### src/rtl/pipeline_hazard_ctrl.sv
// Purpose: PC / IF-ID / ID-EX sequencing for the RV32I 5-stage core (load-use, mispredict, fetch wait, dmem busy).
// Latency: control outputs are combinational from state + inputs (0 cycles); perf counters update on the next edge.
// Backpressure: dmem_busy freezes the whole pipe and holds state; load-use and fetch wait stall the front end.
module pipeline_hazard_ctrl #(
    parameter int LOAD_LAT = 2,
    parameter int CNT_W    = 16
) (
    input  logic             clk,
    input  logic             reset_n,
    input  logic [4:0]       id_rs1,
    input  logic [4:0]       id_rs2,
    input  logic             id_use_rs1,
    input  logic             id_use_rs2,
    input  logic             ex_mem_read,
    input  logic [4:0]       ex_rd,
    input  logic             ex_mispredict,
    input  logic             imem_ready,
    input  logic             dmem_busy,
    input  logic             perf_clr,
    output logic             pc_write,
    output logic             if_id_write,
    output logic             if_id_flush,
    output logic             id_ex_flush,
    output logic             pipe_freeze,
    output logic [CNT_W-1:0] stall_cnt,
    output logic [CNT_W-1:0] flush_cnt
);

    typedef enum logic [1:0] {
        ST_RST      = 2'd0,
        ST_RUN      = 2'd1,
        ST_LU_STALL = 2'd2
    } state_t;

    // First load-use bubble is issued from RUN, the rest are counted down in LU_STALL.
    localparam logic [2:0] CNT_INIT = (LOAD_LAT > 1) ? 3'(LOAD_LAT - 2) : 3'd0;

    state_t           state_q, state_d;
    logic [2:0]       cnt_q, cnt_d;
    logic [CNT_W-1:0] stall_cnt_q, stall_cnt_d;
    logic [CNT_W-1:0] flush_cnt_q, flush_cnt_d;
    logic             load_use;
    logic             flush_taken;

    // Load-use hazard: EX load writes a register the ID instruction reads; x0 never hazards.
    always_comb begin
        load_use = ex_mem_read && (ex_rd != 5'd0) &&
                   ((id_use_rs1 && (id_rs1 == ex_rd)) || (id_use_rs2 && (id_rs2 == ex_rd)));
    end

    // Next-state and prioritised pipeline control outputs.
    always_comb begin
        state_d     = state_q;
        cnt_d       = cnt_q;
        pc_write    = 1'b1;
        if_id_write = 1'b1;
        if_id_flush = 1'b0;
        id_ex_flush = 1'b0;
        pipe_freeze = 1'b0;
        flush_taken = 1'b0;
        if (state_q == ST_RST) begin
            pc_write    = 1'b0;
            if_id_flush = 1'b1;
            id_ex_flush = 1'b1;
            state_d     = ST_RUN;
        end else if (dmem_busy) begin
            pc_write    = 1'b0;
            if_id_write = 1'b0;
            pipe_freeze = 1'b1;
        end else if (ex_mispredict) begin
            if_id_flush = 1'b1;
            id_ex_flush = 1'b1;
            flush_taken = 1'b1;
            state_d     = ST_RUN;
        end else if (state_q == ST_LU_STALL) begin
            pc_write    = 1'b0;
            if_id_write = 1'b0;
            id_ex_flush = 1'b1;
            if (cnt_q == 3'd0) begin
                state_d = ST_RUN;
            end else begin
                cnt_d = cnt_q - 3'd1;
            end
        end else if (load_use) begin
            pc_write    = 1'b0;
            if_id_write = 1'b0;
            id_ex_flush = 1'b1;
            if (LOAD_LAT > 1) begin
                state_d = ST_LU_STALL;
                cnt_d   = CNT_INIT;
            end
        end else if (!imem_ready) begin
            pc_write    = 1'b0;
            if_id_flush = 1'b1;
        end
    end

    // Saturating perf counters; clear beats increment, the reset cycle is not counted.
    always_comb begin
        stall_cnt_d = stall_cnt_q;
        flush_cnt_d = flush_cnt_q;
        if (perf_clr) begin
            stall_cnt_d = '0;
            flush_cnt_d = '0;
        end else begin
            if ((state_q != ST_RST) && !pc_write && (stall_cnt_q != '1)) begin
                stall_cnt_d = stall_cnt_q + 1'b1;
            end
            if (flush_taken && (flush_cnt_q != '1)) begin
                flush_cnt_d = flush_cnt_q + 1'b1;
            end
        end
    end

    // State, countdown and counter registers.
    always_ff @(posedge clk or negedge reset_n) begin
        if (!reset_n) begin
            state_q     <= ST_RST;
            cnt_q       <= 3'd0;
            stall_cnt_q <= '0;
            flush_cnt_q <= '0;
        end else begin
            state_q     <= state_d;
            cnt_q       <= cnt_d;
            stall_cnt_q <= stall_cnt_d;
            flush_cnt_q <= flush_cnt_d;
        end
    end

    assign stall_cnt = stall_cnt_q;
    assign flush_cnt = flush_cnt_q;

endmodule

### config.mk
export PLATFORM = sky130hd
export DESIGN_NAME = pipeline_hazard_ctrl
export DESIGN_NICKNAME = d
export VERILOG_FILES = /design/src/rtl/pipeline_hazard_ctrl.sv
export SDC_FILE = /design/constraint.sdc
export NUM_CORES = 1
export LEC_CHECK = 0
export BUFFER_PORTS_ARGS = -buffer_cell sky130_fd_sc_hd__buf_2
export CAP_MARGIN = 5
export CORE_MARGIN = 8
export CORE_UTILIZATION = 40
export CTS_CLUSTER_SIZE = 25
export DETAILED_ROUTE_END_ITERATION = 16
export PLACE_DENSITY = 0.64
export SYNTH_ARGS = -nofsm -noshare
export SYNTH_HDL_FRONTEND = slang
export SYNTH_SLANG_ARGS = --single-unit
### constraint.sdc
create_clock -name clk -period 5.5 [get_ports clk]
set_input_delay 0.55 -clock clk [delete_from_list [all_inputs] [get_ports clk]]
set_output_delay 0.55 -clock clk [all_outputs]
set_load 0.005 [all_outputs]
==> metrics <==
status=finished clean; CP Data Arrival Time=approximately 2.1 ns; Critical Path RT=about 5.0 ns; YS warnings=0; mapped cell area=2150 um2; Num CTS Buffers=5; PortBufs=60; total of fill cells in the finished design=507; pre-CTS setup slack=approximately 2.9 ns; clock slew at reported path FFs=0.06 ns; Gate Count Post-Synth=235; Setup crit start kind=input port; post-synth net total=263; class of the worst hold path=input port to asynchronous set/reset pin; chip height=~89 um; post-route cell area=2580 um2; Die Area=7980 um2; Placed Area=2500 um2; # hold bufs at CTS=0; starting density of the core=0.418; CP Class=input port to primary output; HPWL Detailed=3780 um; total number of vias=1843; Setup Fix Bufs, Post-CTS=0; Final Cycle Share=0.480; starting DRC count in detailed routing=40; Inst Count DP=357; Diodes inserted=0; Detailed Route WL=5050 um; post-synthesis sequential area ratio=0.430; Root Buffer=clkbuf_8; layout cells sized above 1=0.259; DR pass1 iterations=4; Leak=about 1.3 nW; vias per cell=5.06; final core utilization=0.503; final non-filler cell total=364; final-report setup violation count=0; vias in the first global route=approximately 1700; num rows=26; worst skew pair latency=0.28 ns; all-layer global routing usage=0.132; GP Congestion=0.760; core box area=5140 um2; post-CTS sizing=0; Mean Syn Cell Area=slightly above 9 um2; Worst Max-Slew Pin Slew=0.812 ns; f_max=379 MHz; CP Max Fanout=4; min Tclk post-route=2.64 ns; top-level I/O count=61; Critical Path End Type=primary output; H-tree Lvls=2; PD cells=around 220 nW/um2; Pins Over Slew Limit=0; cells on worst reg2reg path=7; GRT overflow=0; largest net degree at the start of global routing=38; CTS tree=built; Worst VDD drop=111 uV; unrepaired setup endpoints after global routing=false; post-route ant nets=0; area growth from synthesis to layout=20.2%; Synth Register Bits=37; Netlist cell types=42; first-pass GRT wire length=around 8300 um; Final Hold Viols=0; drc violations=0; post-route setup TNS=0 ns; initial antenna violation count=0; WL per Instance=roughly 14 um; Clock Skew=0.00476 ns; Die Wd=89.3 um; Final WS setup=2.86 ns; max-cap violation count=0; nets=322; CTS sink cnt=37; max_slew headroom=0.459; clock tree buffer depth=2
==> placed cells by master (no fill, tap or decap), types with 2 or more instances in the layout <==
master,count
buf_2,60
nor2_1,41
dfrtp_1,37
xnor2_1,21
nand2_1,15
nand3_1,15
xor2_1,14
and3_1,9
nand4_1,8
inv_1,7
a21oi_1,7
o21ai_0,6
clkbuf_8,6
nor3_1,4
ha_1,4
nand2b_1,3
nor4b_1,3
mux2i_1,3
or4_1,2
o31ai_1,2
o22ai_1,2
and4_1,2
nor2b_1,2
mux2_2,2
or3_1,2
==> synth_stat cells, drive strengths merged <==
master	number	share of area
a31o	1	0.0041
buf	3	0.0099
a21oi	8	0.024
xnor2	21	0.086
or4	2	0.0070
or3	2	0.0058
ha	4	0.023
nor4	1	0.0029
dfrtp	37	0.43
a21o	1	0.0035
nand4	8	0.023
inv	7	0.012
nand2b	3	0.0087
nor2b	2	0.0058
a2111oi	1	0.0070
nand2	15	0.026
and3	9	0.026
o21ai	8	0.020
o31ai	2	0.0070
mux2i	3	0.014
xor2	14	0.057
and4	3	0.013
o22a	1	0.0041
nor3b	1	0.0035
clkbuf	5	0.0087
or2	2	0.0058
o21a	1	0.0035
nor3	4	0.0093
mux2	2	0.010
nor4b	3	0.012
o22ai	3	0.012
nor2	41	0.072
nand3	15	0.035
and2	2	0.0070
==> power by group <==
part / leakage [nW] / internal [mW] / switching (mW)
logic: 0.713 / 0.0343 / 0.0464
registers: 0.500 / 0.282 / 0.00850
clock network: 0.0443 / 0.0994 / 0.0895
total: 1.26 / 0.416 / 0.144
==> layer usage <==
| metal | global-route usage | share of wire | up-vias |
|---|---|---|---|
| met5 | 0 | 0 | - |
| met4 | 0.0498 | 0.013 | 0 |
| met3 | 0.0487 | 0.11 | 7 |
| met2 | 0.195 | 0.42 | 58 |
| met1 | 0.170 | 0.45 | 854 |
| li1 | - | - | 924 |
==> flip-flops by register name (all words and copies together) (netlist names) <==
signal,flops
cnt_q,3
flush_cnt,16
stall_cnt,16
state_q,2
==> final cells by class <==
class / instances / area (um2) / area share
Tap cell: 70 / 87.6 / 0.0339
Multi-Input combinational cell: 183 / 1160 / 0.448
Inverter: 7 / 26.3 / 0.0102
Sequential cell: 37 / 926 / 0.358
Timing Repair Buffer: 60 / 300 / 0.116
Clock buffer: 7 / 86.3 / 0.0334
==> worst max-delay path, cell delays in order <==
cell and delay (ns):
buf_2 0.12, or4_1 0.51, o21ai_0 0.15, inv_1 0.11
nand2_1 0.15, nand2_1 0.10, o21ai_0 0.15, and2_1 0.13
buf_2 0.11
==> final timing paths <==
check / to / slack (ns) / from
worst max-delay path: pc_write / 2.86 / ex_rd[1]
worst min-delay path: stall_cnt[9] / 0.36 / reset_n
min in group clk: cnt_q[0] / 0.55 / cnt_q[0]
worst max register to register: stall_cnt[13] / 3.27 / stall_cnt[5]
worst min register to register: cnt_q[0] / 0.55 / cnt_q[0]
max in group asynchronous: flush_cnt[6] / 4.64 / reset_n
==> cell families (layout without fill, tap and decap cells) <==
family / count (synthesis) / after routing / synth area share
AOI/OAI and AO/OA: 26 / 26 / 0.0849
xor gates and xnor gates: 35 / 35 / 0.143
adders and majority gates: 4 / 4 / 0.0233
buffers and inverters: 15 / 74 / 0.0308
DFF: 37 / 37 / 0.430
muxes: 5 / 5 / 0.0244
and+or+nand+nor: 113 / 113 / 0.264
==> metrics by stage <==
step	hold slack (ns)	total power [mW]
final	0.357	0.560
after global routing	0.425	0.588
after CTS	0.386	0.571
after detailed placement	0.539	0.378
after global placement	0.533	0.376
after floorplan	0.254	0.348
Power figures use the tool's default switching activity.
